### config.mk
export PLATFORM = sky130hd
export DESIGN_NAME = mw_writeback_stage
export DESIGN_NICKNAME = d
export VERILOG_FILES = /design/src/rtl/mw_writeback_stage.sv
export SDC_FILE = /design/constraint.sdc
export NUM_CORES = 1
export LEC_CHECK = 0
export ABC_CLOCK_PERIOD_IN_PS = 2029
export BUFFER_PORTS_ARGS = -buffer_cell sky130_fd_sc_hd__buf_2
export CELL_PAD_IN_SITES_DETAIL_PLACEMENT = 1
export CELL_PAD_IN_SITES_GLOBAL_PLACEMENT = 1
export CORE_ASPECT_RATIO = 0.75
export CORE_MARGIN = 1
export CORE_UTILIZATION = 36
export CTS_CLUSTER_SIZE = 30
export DETAILED_ROUTE_END_ITERATION = 16
export GPL_ROUTABILITY_DRIVEN = 0
export PLACE_DENSITY_LB_ADDON = 0.1
export SLEW_MARGIN = 5
export SYNTH_ARGS = -nofsm -noshare
export SYNTH_HDL_FRONTEND = slang
export SYNTH_SLANG_ARGS = --single-unit
### constraint.sdc
create_clock -name clk_i -period 2.03 [get_ports clk_i]
set_clock_uncertainty 0.15 [all_clocks]
set_input_delay 0.1015 -clock clk_i [delete_from_list [all_inputs] [get_ports clk_i]]
set_output_delay 0.1015 -clock clk_i [all_outputs]
set_load 0.01 [all_outputs]
### src/rtl/mw_writeback_stage.sv
// mw_writeback_stage
// Memory-to-writeback stage of the RV32I pipeline. Holds the retiring
// instruction, aligns synchronous load data, selects the writeback value
// for the register file and keeps the 64-bit instret counter.
module mw_writeback_stage #(
    parameter int XLEN = 32
) (
    input  logic            clk_i,
    input  logic            rst_ni,
    input  logic            ex_valid_i,
    input  logic            stall_i,
    input  logic            flush_i,
    input  logic [XLEN-1:0] ex_alu_i,
    input  logic [XLEN-1:0] ex_pc4_i,
    input  logic [4:0]      ex_rd_i,
    input  logic            ex_regwen_i,
    input  logic [1:0]      ex_wbsel_i,
    input  logic [2:0]      ex_funct3_i,
    input  logic [1:0]      ex_addr_lo_i,
    input  logic [XLEN-1:0] dmem_rdata_i,
    output logic [XLEN-1:0] rf_data_o,
    output logic [4:0]      rf_waddr_o,
    output logic            rf_wen_o,
    output logic            wb_valid_o,
    output logic [63:0]     instret_o
);

    localparam logic [1:0] WB_MEM = 2'd1;
    localparam logic [1:0] WB_PC4 = 2'd2;

    logic            r_valid;
    logic [XLEN-1:0] r_alu;
    logic [XLEN-1:0] r_pc4;
    logic [4:0]      r_rd;
    logic            r_regwen;
    logic [1:0]      r_wbsel;
    logic [2:0]      r_funct3;
    logic [1:0]      r_addr_lo;
    logic [63:0]     r_instret;

    logic [7:0]      w_byte;
    logic [15:0]     w_half;
    logic [XLEN-1:0] w_load;
    logic [XLEN-1:0] w_data;
    logic            w_retire;

    // Stage register: a stall freezes everything (flush included), otherwise capture.
    always_ff @(posedge clk_i or negedge rst_ni) begin
        if (!rst_ni) begin
            r_valid   <= 1'b0;
            r_alu     <= '0;
            r_pc4     <= '0;
            r_rd      <= '0;
            r_regwen  <= 1'b0;
            r_wbsel   <= '0;
            r_funct3  <= '0;
            r_addr_lo <= '0;
        end else if (!stall_i) begin
            r_valid   <= ex_valid_i & ~flush_i;
            r_alu     <= ex_alu_i;
            r_pc4     <= ex_pc4_i;
            r_rd      <= ex_rd_i;
            r_regwen  <= ex_regwen_i;
            r_wbsel   <= ex_wbsel_i;
            r_funct3  <= ex_funct3_i;
            r_addr_lo <= ex_addr_lo_i;
        end
    end

    // Pick the addressed byte and halfword out of the memory word.
    always_comb begin
        w_byte = dmem_rdata_i[7:0];
        case (r_addr_lo)
            2'd0: w_byte = dmem_rdata_i[7:0];
            2'd1: w_byte = dmem_rdata_i[15:8];
            2'd2: w_byte = dmem_rdata_i[23:16];
            2'd3: w_byte = dmem_rdata_i[31:24];
            default: w_byte = dmem_rdata_i[7:0];
        endcase
        w_half = r_addr_lo[1] ? dmem_rdata_i[31:16] : dmem_rdata_i[15:0];
    end

    // Extend the selected byte/half according to the load size and sign.
    always_comb begin
        case (r_funct3)
            3'b000:  w_load = {{(XLEN-8){w_byte[7]}}, w_byte};
            3'b100:  w_load = {{(XLEN-8){1'b0}}, w_byte};
            3'b001:  w_load = {{(XLEN-16){w_half[15]}}, w_half};
            3'b101:  w_load = {{(XLEN-16){1'b0}}, w_half};
            default: w_load = dmem_rdata_i;
        endcase
    end

    // Writeback source select; codes 0 and 3 both take the ALU result.
    always_comb begin
        case (r_wbsel)
            WB_MEM:  w_data = w_load;
            WB_PC4:  w_data = r_pc4;
            default: w_data = r_alu;
        endcase
    end

    assign w_retire   = r_valid & ~stall_i;
    assign rf_data_o  = w_data;
    assign rf_waddr_o = r_rd;
    assign rf_wen_o   = w_retire & r_regwen & (r_rd != 5'd0);
    assign wb_valid_o = r_valid;
    assign instret_o  = r_instret;

    // Retired-instruction counter; natural 64-bit wrap.
    always_ff @(posedge clk_i or negedge rst_ni) begin
        if (!rst_ni) begin
            r_instret <= '0;
        end else if (w_retire) begin
            r_instret <= r_instret + 64'd1;
        end
    end

endmodule

==> metrics.yaml <==
layout:
  drive_above_1_share_pct: 50.5
  final_util_pct: 59.2
  syn_to_final_growth_pct: 60.5
  instances_no_fill: 1317
  nNetsFinal: 1167
run_status:
  status: "complete, but fails checks"
  violations: "setup timing"
setup_path:
  path_class: "reg -> out"
  rr_worst_depth: 5
  max_stage_delay_ns: 0.45
  arrival_ns: 2.32
  cpMaxStageDelayCell: "dfrtp_2"
  cp_top_family: "compound AO/OA/AOI/OAI gates"
  crit_top_cell: "a31oi_1"
  path_buf_inv: 2
  timing.rr.start: "instret_o[54]"
  r2r_setup_slack_ns: 0
  r2r_end: "instret_o[63]"
  required_ns: 1.78
  cp_cell_sequence: "mux2i_1 -> a31oi_1 -> a31oi_1 -> or3b_4 -> clkbuf_16 -> o221ai_2 -> buf_2"
  cp_max_fo: 8
  crit_path_end_kind: "output port"
  start_kind: "register"
sta:
  fin_crit_sh_pct: 127
  setup_slack_ns: -0.538
  finalSetupViolCount: 32
  drv_slew: 0
  tightestPinTransition_ns: 0.535
  holdWs_ns: 0.0477
  period_needed_ns: 2.57
  hold_viol: 0
  max_freq_mhz: 389
  rsz0062_at_grt: "true"
  max_slew_margin_pct: 64.4
place:
  post-place-ws_ns: -0.305
  placed_cells: 1177
  io_buffers: 216
  place_hpwl_um: 18000
logic_synthesis:
  synth_most_common_cell: "dfrtp_1"
  synth.distinct_cells: 42
  yosysTopAreaCell: "dfrtp_1"
  synth_edf_count: 0
  syn-num-nets: 776
  synth_async_sr_flop_share_pct: 100
  synth.yosys.seq_area_share_pct: 49.7
  syn_area_um2: 7150
  yosys-top-cells-count: "dfrtp_1 (142), mux2_2 (84), nand2_1 (70), nor2_1 (50), xnor2_1 (38)"
  dominantRegCellSynth: "dfrtp_1"
  ys_seq_elements: 142
  synth_top_area_share_pct: 49.7
  yosys_warnings: 0
  netlist_instances: 659
  yosys-top-cells-area: "dfrtp_1 (50%), mux2_2 (13%), xnor2_1 (4.7%), nand2_1 (3.7%), xor2_1 (3.1%)"
  avgSynthCellArea_um2: 10.8
cts:
  path_clk_slew_ns: 0.07
  insertion_delay_ns: 0.42
  cts_buffer_depth: 2
  cts-htree-levels: 4
  cts_made_buffers: 17
  root_buffer: "clkbuf_16"
  cts_tree: "done"
  cts_num_sinks: 142
power:
  p_per_area_nw_per_um2: 723
  ir_drop_v: 0.000476
  p_leak_nw: 5.43
global_routing:
  grtUsageTotal_pct: 25.6
  antenna_found_initial: 2
  grt_pass1_vias: 7066
  grt-ovfl-total: 0
  grt_start_max_net_pins: 51
  grt_pass1_wl_um: 39100
min_path:
  hold_class: "in -> async"
floorplanning:
  chipHeight_um: 124
  ios: 217
  initial_utilization_pct: 36.9
  core-area_um2: 19400
  dieArea_um2: 20400
  fp-row-count: 44
  die_w_um: 165
routing:
  drc: 0
  drtPass1Iterations: 5
  routed_wl_um: 26400
  vias_per_cell: 5.08
  drtIter0Drc: 308
  ant_nets: 0
  wire_per_inst_um: 20.1
  vias: 6693
job:
  drv_cap: 0
[worst register-to-register path, cell delays in order (launching register included)]
cell and delay [ns]:
dfrtp_1 0.45, nand4_1 0.23, nor2_2 0.22, nand4_1 0.29, nor4_4 0.41, xor2_1 0.19
[registers in the layout, indices dropped and copies added, names as in the netlist]
| name | count |
|---|---|
| rf_waddr_o | 5 |
| r_wbsel | 2 |
| r_alu | 32 |
| r_pc4 | 32 |
| wb_valid_o | 1 |
| instret_o | 64 |
| r_regwen | 1 |
| r_addr_lo | 2 |
| r_funct3 | 3 |
[area by class of cell]
class,instances,area [um2]
fillers,2098,7910
multi-input cells,466,4050
flip-flops and latches,142,3560
repair buffers,402,2890
clock buffers,18,429
well taps,253,317
clock inverters,13,141
inverters,21,82.6
diodes,2,5.00
[per-layer routing]
metal / global-route usage, % / vias to the layer above / part of all wire [%]
li1: - / 3118 / -
met1: 34.5 / 3354 / 45
met2: 42.5 / 198 / 49
met5: 0 / - / 0
met4: 6.02 / 0 / 1.2
met3: 4.93 / 23 / 5.1
[cells in the final DEF, fill, tap and decap left out, types with 10 or more instances in the layout]
cell type      netlist  routed
nand3_1             22      16
nor2b_1             11      10
o21ai_0             18      14
nand2_1             70      68
buf_4                0      85
a21oi_1             26      17
o221ai_4             0      10
nor2_1              50      40
mux2_2              84      83
dfrtp_1            142     137
inv_1               20      20
clkbuf_16            0      19
dlygate4sd3_1        0      81
buf_6                0      19
xnor2_1             38      36
o221ai_2             0      14
nand4_1             18      18
buf_2                3     209
xor2_1              25      25
[where the power goes]
| part | internal [mW] | total [mW] | leakage, nW | switching, mW |
|---|---|---|---|---|
| sequential | 3.03 | 3.17 | 1.73 | 0.143 |
| clock | 1.81 | 3.10 | 0.273 | 1.29 |
| combinational | 1.01 | 2.03 | 3.43 | 1.02 |
| total | 5.85 | 8.30 | 5.43 | 2.45 |
[how the worst max path moves through the flow]
stage / startpoint / endpoint / slack (ns) / depth (start not counted)
2_1_floorplan: instret_o[0] / instret_o[62] / 0.004 / 6
3_3_place_gp: r_addr_lo[0] / rf_data_o[1] / -0.29 / 6
3_5_place_dp: r_addr_lo[1] / rf_data_o[1] / -0.30 / 8
4_1_cts: r_addr_lo[0] / rf_data_o[29] / -0.47 / 7
5_1_grt: r_addr_lo[0] / rf_data_o[21] / -0.60 / 7
6_report: r_addr_lo[0] / rf_data_o[25] / -0.54 / 7
[metrics by stage]
step                total power, mW  area, um2  setup TNS [ns]
finish                         8.30      11500          -14.37
global route                   8.66      11500          -17.17
CTS                            8.18      10900          -12.94
detailed placement             4.72       9070           -5.57
global placement               4.65       9070           -2.20
floorplan                      3.96       7150               0
[kinds of logic (layout without fill, tap and decap cells)]
family	count (synthesis)	after routing	share of synthesized area [%]
simple gates	232	232	17.8
fa+ha+maj	3	3	0.525
buf+inv	51	454	2.73
compound gates	74	74	6.69
flops	142	142	49.7
other cells	0	2	0
mux	94	94	14.8
xor+xnor	63	63	7.72
[repair_timing]
action | in CTS | in global routing
resized for setup | 64 | 79
cloned | 1 | 2
endpoints found under the hold margin | 221 | 0
pin swaps | 23 | 33
endpoints found under the setup margin | 54 | 68
hold buffers | 81 | 0
buffers inserted | 12 | 13
(Power assumes the default switching activity.)
